$ cat src/rtl/vga_timing_gen.sv
// Purpose: 640x480 raster timing generator (coordinates, syncs, display enable, frame pulse).
// Latency: outputs are registered one cycle behind the internal h/v counters, all mutually aligned.
// Backpressure: none; free-running every pixel clock. Optional frameCount port via VGA_FRAME_COUNT_EN.
module vga_timing_gen #(
  parameter int   H_VISIBLE   = 640,
  parameter int   H_FRONT     = 16,
  parameter int   H_SYNC      = 96,
  parameter int   H_BACK      = 48,
  parameter int   V_VISIBLE   = 480,
  parameter int   V_FRONT     = 10,
  parameter int   V_SYNC      = 2,
  parameter int   V_BACK      = 33,
  parameter logic SYNC_ACTIVE = 1'b0
) (
  input  logic               clk,
  input  logic               reset,
  output logic signed [10:0] pixelX,
  output logic signed [10:0] pixelY,
  output logic               hSync,
  output logic               vSync,
  output logic               displayEnable,
  output logic               startOfFrame
`ifdef VGA_FRAME_COUNT_EN
  ,
  output logic [7:0]         frameCount
`endif
);

  localparam int H_TOTAL = H_VISIBLE + H_FRONT + H_SYNC + H_BACK;
  localparam int V_TOTAL = V_VISIBLE + V_FRONT + V_SYNC + V_BACK;

  localparam logic [9:0] H_LAST    = 10'(H_TOTAL - 1);
  localparam logic [9:0] V_LAST    = 10'(V_TOTAL - 1);
  localparam logic [9:0] H_VIS_END = 10'(H_VISIBLE);
  localparam logic [9:0] V_VIS_END = 10'(V_VISIBLE);
  localparam logic [9:0] HS_START  = 10'(H_VISIBLE + H_FRONT);
  localparam logic [9:0] HS_END    = 10'(H_VISIBLE + H_FRONT + H_SYNC);
  localparam logic [9:0] VS_START  = 10'(V_VISIBLE + V_FRONT);
  localparam logic [9:0] VS_END    = 10'(V_VISIBLE + V_FRONT + V_SYNC);

  logic [9:0] hCnt;
  logic [9:0] vCnt;
  logic       hWrap;
  logic       vWrap;
  logic       hSyncWin;
  logic       vSyncWin;

  assign hWrap    = (hCnt == H_LAST);
  assign vWrap    = (vCnt == V_LAST);
  assign hSyncWin = (hCnt >= HS_START) && (hCnt < HS_END);
  // vCnt only moves on the line wrap, so vSync naturally changes at hCnt == 0.
  assign vSyncWin = (vCnt >= VS_START) && (vCnt < VS_END);

  // Raster counters: column every clock, line on column wrap, both wrap together at frame end.
  always_ff @(posedge clk or posedge reset) begin
    if (reset) begin
      hCnt <= '0;
      vCnt <= '0;
    end else if (hWrap) begin
      hCnt <= '0;
      vCnt <= vWrap ? '0 : vCnt + 10'd1;
    end else begin
      hCnt <= hCnt + 10'd1;
    end
  end

  // Output registers decoded from the current counter state.
  always_ff @(posedge clk or posedge reset) begin
    if (reset) begin
      pixelX        <= '0;
      pixelY        <= '0;
      hSync         <= ~SYNC_ACTIVE;
      vSync         <= ~SYNC_ACTIVE;
      displayEnable <= 1'b0;
      startOfFrame  <= 1'b0;
    end else begin
      pixelX        <= $signed({1'b0, hCnt});
      pixelY        <= $signed({1'b0, vCnt});
      hSync         <= hSyncWin ? SYNC_ACTIVE : ~SYNC_ACTIVE;
      vSync         <= vSyncWin ? SYNC_ACTIVE : ~SYNC_ACTIVE;
      displayEnable <= (hCnt < H_VIS_END) && (vCnt < V_VIS_END);
      startOfFrame  <= (hCnt == 10'd0) && (vCnt == 10'd0);
    end
  end

`ifdef VGA_FRAME_COUNT_EN
  // Completed-frame counter; bumps on the frame-wrap edge so it is already updated
  // when the next startOfFrame pulse appears.
  always_ff @(posedge clk or posedge reset) begin
    if (reset) begin
      frameCount <= 8'd0;
    end else if (hWrap && vWrap) begin
      frameCount <= frameCount + 8'd1;
    end
  end
`endif

endmodule

$ cat config.mk
export PLATFORM = sky130hd
export DESIGN_NAME = vga_timing_gen
export DESIGN_NICKNAME = d
export VERILOG_FILES = /design/src/rtl/vga_timing_gen.sv
export SDC_FILE = /design/constraint.sdc
export NUM_CORES = 1
export LEC_CHECK = 0
export BUFFER_PORTS_ARGS = -buffer_cell sky130_fd_sc_hd__buf_2
export CORE_UTILIZATION = 49
export CTS_CLUSTER_DIAMETER = 40
export DETAILED_ROUTE_END_ITERATION = 7
export PLACE_DENSITY = 0.73
export SKIP_CTS_REPAIR_TIMING = 1
export SLEW_MARGIN = 30
export SYNTH_ARGS = -nofsm -noshare
export SYNTH_HDL_FRONTEND = slang
export SYNTH_SLANG_ARGS = --single-unit
$ cat constraint.sdc
create_clock -name clk -period 1.98 [get_ports clk]
set_input_delay 0.297 -clock clk [delete_from_list [all_inputs] [get_ports clk]]
set_output_delay 0.297 -clock clk [all_outputs]
set_load 0.05 [all_outputs]
==> qor.yml, run 1 <==
timing_hold_violations_final: 0
arrival_ns: 2.10
regArea_sq_um: 1100
p_leak_nw: 0.995
drc_errors: 0
maxClockFrequency_mhz: 548
routed_via_density: 5.36
numPortBuffers: 25
antenna_found_initial: 0
setup_viol: 0
power_density_nw_per_um2: 670
grt-ovfl-total: 0
cts-root-buf: "clkbuf_4"
cp-end-kind: "register"
numClockSinks: 44
die_h_microns: 62.0
rsz0062_at_grt: "no"
cts_tree: "built"
synthMostInstantiatedCell: "dfrtp_1"
r2r_slack_ns: 0.16
drt_iter0_drc: 59
max_slew_margin_pct: 66.2
start_kind: "register"
grt_max_degree: 45
synth_top_area_cell: "dfrtp_1"
syn_area_sq_um: 1760
vias: 1227
syn_avg_cell_area_sq_um: 12.1
syn-instance-count: 146
r2r_cells: 4
nFillCells: 270
synthToLayoutAreaGrowth_pct: 15.6
slew_violations: 0
clk_pin_slew_ns: 0.12
drv_cap: 0
dominantRegCellSynth: "dfrtp_1"
final_nets: 189
ys_seq_area_share_pct: 62.6
multi_input_area_sq_um: 607
skew_ns: 0.00811
cts_made_buffers: 5
worstReg2RegStart: "hCnt[5]"
die_w_microns: 62.0
fin_crit_ns: 1.82
gp_congestion: 0.923
clk_path_buf_depth: 2
dp.cells: 221
r2r-end: "vCnt[7]"
tns_ns: 0
initial_core_util_pct: 52.0
critPathRequiredTime_ns: 2.26
grt_pass1_vias: 1118
num_antenna_cells: 0
dpl.hpwl_mm: 2.29
grt_pass1_wl_mm: 5.14
htree_levels: 2
layout-drive-gt1-share_pct: 26.2
yosys-top-cells-area: "dfrtp_1, ha_1, dfstp_2, xnor2_1, nand4_1"
synth.distinct_cells: 38
hold_path.class: "in2async"
firstDrtPassIters: 4
synth_seq_cells: 44
async_flop_share_pct: 100
ys_warn_count: 0
peakVddDrop_mv: 0.420
outcome: "completed"
tightest_slew_ns: 0.499
timing.hold.ws_ns: 0.0494
fin_cells: 229
total_power_mw: 1.36
timing.final.crit_share_pct: 92.2
totalWireLength_mm: 3.22
die_area_sq_um: 3840
num_rows: 21
synth_top_area_share_pct: 59.6
fp.coreArea_sq_um: 3390
insertion_delay_ns: 0.35
track_usage_pct: 19.2
path_class: "reg2reg"
drt-wirelength-per-cell_microns: 14.0
antenna_left: 0
ios: 28
synth_edf_count: 0
synth_common_cells: "dfrtp_1, o21ai_0, inv_1, nand4_1"
path_max_fanout: 3
==> cell usage in the layout, fill, tap and decap left out, types with 2 or more instances in the layout <==
cell,count
clkbuf_4,5
nor4_1,5
conb_1,2
nand2b_1,2
dfstp_2,2
o22ai_1,2
a21oi_1,2
nand3_1,6
xor2_1,4
nand4_1,8
o21ai_0,9
nor2b_1,2
nor2_1,7
ha_1,5
buf_4,7
and3_1,3
xnor2_1,6
and2_1,3
buf_2,25
o21a_1,2
dfrtp_1,41
inv_1,8
clkinv_2,2
nand2_1,7
==> registers in the layout, summed over array words and instances (netlist names) <==
register and flops:
pixelX 10, vCnt 10, vSync 1, hCnt 10
startOfFrame 1, displayEnable 1, hSync 1, pixelY 10
==> per-layer routing <==
metal	up-vias	wire length, microns	global-route usage [%]
met4	0	85	10.2
li1	582	-	-
met2	46	1460	27.5
met1	592	1520	26.0
met5	-	0	0
met3	7	158	6.00
==> area by class of cell <==
cell class,instances,share of cell area (%)
flip-flops and latches,44,54.2
well taps,46,2.82
inverters,8,1.47
repair buffers,32,8.72
clock inverters,2,0.491
clock buffers,6,2.52
multi-input cells,91,29.8
==> stage by stage <==
| stage | instance area [sq um] | utilization [%] | worst slack [ns] |
|---|---|---|---|
| 2_1_floorplan | 1770 | - | 0.0958 |
| 6_report | 2040 | 60.1 | 0.155 |
| 5_1_grt | 2040 | 60.1 | 0.0438 |
| 4_1_cts | 2030 | 59.9 | 0.113 |
| 3_3_place_gp | 1970 | 58.1 | 0.182 |
| 3_5_place_dp | 1970 | 58.1 | 0.138 |
==> worst max-delay path, stage by stage (launching register included) <==
cell,delay (ns)
dfrtp_1,0.40
or4b_4,0.56
or4_4,0.50
nor2_1,0.14
xor2_1,0.15
==> cells by family after synthesis <==
logic type,Yosys count,share of synthesized area [%]
xor+xnor,10,4.97
flops,44,62.6
buf+inv,12,3.48
simple gates,54,18.5
other cells,1,0.213
fa+ha+maj,5,3.55
compound gates,20,6.74
==> where the power goes <==
group	switching, mW	total [mW]	internal, mW
clock network	0.271	0.440	0.169
logic	0.0242	0.0263	0.00214
registers	0	0.898	0.898
total	0.295	1.36	1.07
==> how the worst max path moves through the flow <==
stage / from / end / cells past startpoint
2_1_floorplan: hCnt[5] / vCnt[9] / 5
5_1_grt: hCnt[5] / vCnt[2] / 5
3_5_place_dp: hCnt[0] / vCnt[7] / 5
6_report: hCnt[5] / vCnt[7] / 4
4_1_cts: hCnt[0] / vCnt[7] / 5
3_3_place_gp: hCnt[5] / vCnt[9] / 4
(Power assumes the default switching activity.)
==> run 2: changes to the inputs <==
- BUFFER_PORTS_ARGS: -buffer_cell sky130_fd_sc_hd__buf_2 -> -buffer_cell sky130_fd_sc_hd__clkbuf_2
==> qor.yml, run 2 (synthesized netlist as in run 1, its figures left out) <==
outcome: "completed"
clk_path_buf_depth: 2  # unchanged
fin_crit_ns: 1.85  # +0.0225 ns
initial_core_util_pct: 52.0  # unchanged
grt_max_degree: 45  # unchanged
cts_tree: "built"
final_nets: 189  # unchanged
mostFrequentLayoutCells: "dfrtp_1, clkbuf_2, o21ai_0, inv_1, nand4_1"
layout_setup_ws_ns: 0.133  # -0.0225 ns
drv_cap: 0  # unchanged
path_max_fanout: 3  # unchanged
grt-ovfl-total: 0  # unchanged
p_leak_nw: 1.01  # +1.0%
arrival_ns: 2.10  # about the same
vias: 1220  # -0.57%
layout-drive-gt1-share_pct: 25.1  # -1.1 points
clk_pin_slew_ns: 0.12  # about the same
final_area_sq_um: 2060  # +0.98%
drt_iter0_drc: 36  # -39%
slew_violations: 0  # unchanged
fp.coreArea_sq_um: 3390  # unchanged
cts-root-buf: "clkbuf_4"
p_switching_mw: 0.302  # +2.4%
rsz0062_at_grt: "no"
totalWireLength_mm: 3.29  # +2.4%
seq_power_share_pct: 61.2  # -4.6 points
critPathRequiredTime_ns: 2.23  # -0.03 ns
pwr-share-clk_pct: 36.9  # +4.7 points
cp_slowest_stage_delay_ns: 0.58  # +0.02 ns
slowest_stage: "or4b_4"
track_usage_pct: 20.2  # +1.0 points
skew_ns: 0.00842  # +0.000316 ns
synthToLayoutAreaGrowth_pct: 16.7
timing.final.crit_share_pct: 93.3  # +1.1 points
start_kind: "register"
ios: 28  # unchanged
crit_top_cell: "o21ai_0"
num_rows: 21  # unchanged
maxClockFrequency_mhz: 541  # -1.2%
max_slew_margin_pct: 65.0  # -1.2 points
power_density_nw_per_um2: 713  # +6.5%
drc_errors: 0  # unchanged
insertion_delay_ns: 0.36  # about the same
path_buf_inv: 0  # unchanged
die_h_microns: 62.0  # unchanged
cts_made_buffers: 5  # unchanged
mostFrequentLayoutCell: "dfrtp_1"
antenna_left: 0  # unchanged
pre_cts_ws_ns: 0.146  # +0.00756 ns
nFillCells: 272  # +0.74%
numPortBuffers: 25  # unchanged
num_antenna_cells: 0  # unchanged
gp_congestion: 0.951  # +3.0%
p_sw_share_pct: 20.6  # -1.0 points
drt-wirelength-per-cell_microns: 14.4  # +2.4%
peakVddDrop_mv: 0.387  # -7.7%
die_w_microns: 62.0  # unchanged
cp-end-kind: "register"
pwr-share-comb_pct: 1.8  # about the same
timing.hold.ws_ns: 0.0242  # -0.0252 ns
grt_pass1_vias: 1161  # +3.8%
tns_ns: 0  # unchanged
placed_area_sq_um: 1970  # unchanged
htree_levels: 2  # unchanged
setup_viol: 0  # unchanged
routed_via_density: 5.33  # -0.57%
tightest_slew_ns: 0.525  # +0.0253 ns
total_power_mw: 1.47  # +7.5%
grt_pass1_wl_mm: 5.40  # +5.1%
numClockSinks: 44  # unchanged
firstDrtPassIters: 4  # unchanged
dpl.hpwl_mm: 2.26  # -1.6%
critPathTopFamily: "simple AND/OR/NAND/NOR gates"
timing_hold_violations_final: 0  # unchanged
antenna_found_initial: 0  # unchanged
hold_path.class: "in2async"
crit_chain: "or4b_4, or4_4, o21ai_0, o21ai_0"
die_area_sq_um: 3840  # unchanged
intPower_mw: 1.17  # +8.9%
path_class: "reg2reg"
==> run 2: changes by cell type in the layout (fill, tap and decap cells not counted) <==
cell,delta
buf_2,-25
nor3_4,+1
clkbuf_1,+1
dfrtp_1,+1
clkbuf_2,+25
clkinv_2,-1
nor3_2,-1
bufinv_16,+1
clkbuf_8,-1
dfrtp_2,-1
==> run 2: worst reg2reg max path, cell delays in order, from the launching register on <==
cell     delay (ns)
dfrtp_1        0.40
or4b_4         0.58
or4_4          0.51
o21ai_0        0.16
o21ai_0        0.10
==> run 2: area by class of cell <==
type	instances	area, sq um	area share, %
sequential	44	1100	53.6
multi-input combinational	91	613	29.8
timing repair buffer	32	178	8.63
tap	46	57.6	2.80
clock buffer	6	41.3	2.01
clock inverter	2	35.0	1.70
inverter	8	30.0	1.46
==> run 2: layer usage <==
metal,share of wire (%),global-route usage (%),up-vias,routed length [microns]
li1,-,-,580,-
met3,5.3,7.25,9,175
met2,47,29.6,38,1550
met5,0,0,-,0
met4,2.7,9.52,0,89
met1,45,26.8,593,1480
==> run 2: power groups by stage <==
| stage | sequential, mW | clock, mW | combinational, mW |
|---|---|---|---|
| final | 0.899 | 0.542 | 0.0267 |
| after global routing | 0.899 | 0.596 | 0.0313 |
| after CTS | 0.899 | 0.550 | 0.0280 |
| after detailed placement | 0.916 | 0 | 0.0281 |
| after global placement | 0.916 | 0 | 0.0272 |
| after floorplan | 0.916 | 0 | 0.0244 |
==> run 2: final timing paths <==
check	endpoint	from	slack [ns]	depth (start not counted)
min	pixelY[4]	reset	0.02	3
max reg2reg	vCnt[9]	hCnt[5]	0.13	4
min in group clk	pixelX[1]	hCnt[1]	0.49	0
min reg2reg	pixelX[1]	hCnt[1]	0.49	0
max in group asynchronous	hSync	reset	1.58	3
max	vCnt[9]	hCnt[5]	0.13	4
==> run 2: per-stage QoR <==
| stage | utilization [%] | cells |
|---|---|---|
| final | 60.7 | 229 |
| after global routing | 60.7 | 229 |
| after CTS | 60.4 | 229 |
| after detailed placement | 58.1 | 221 |
| after global placement | 58.1 | 221 |
| after floorplan | - | 147 |
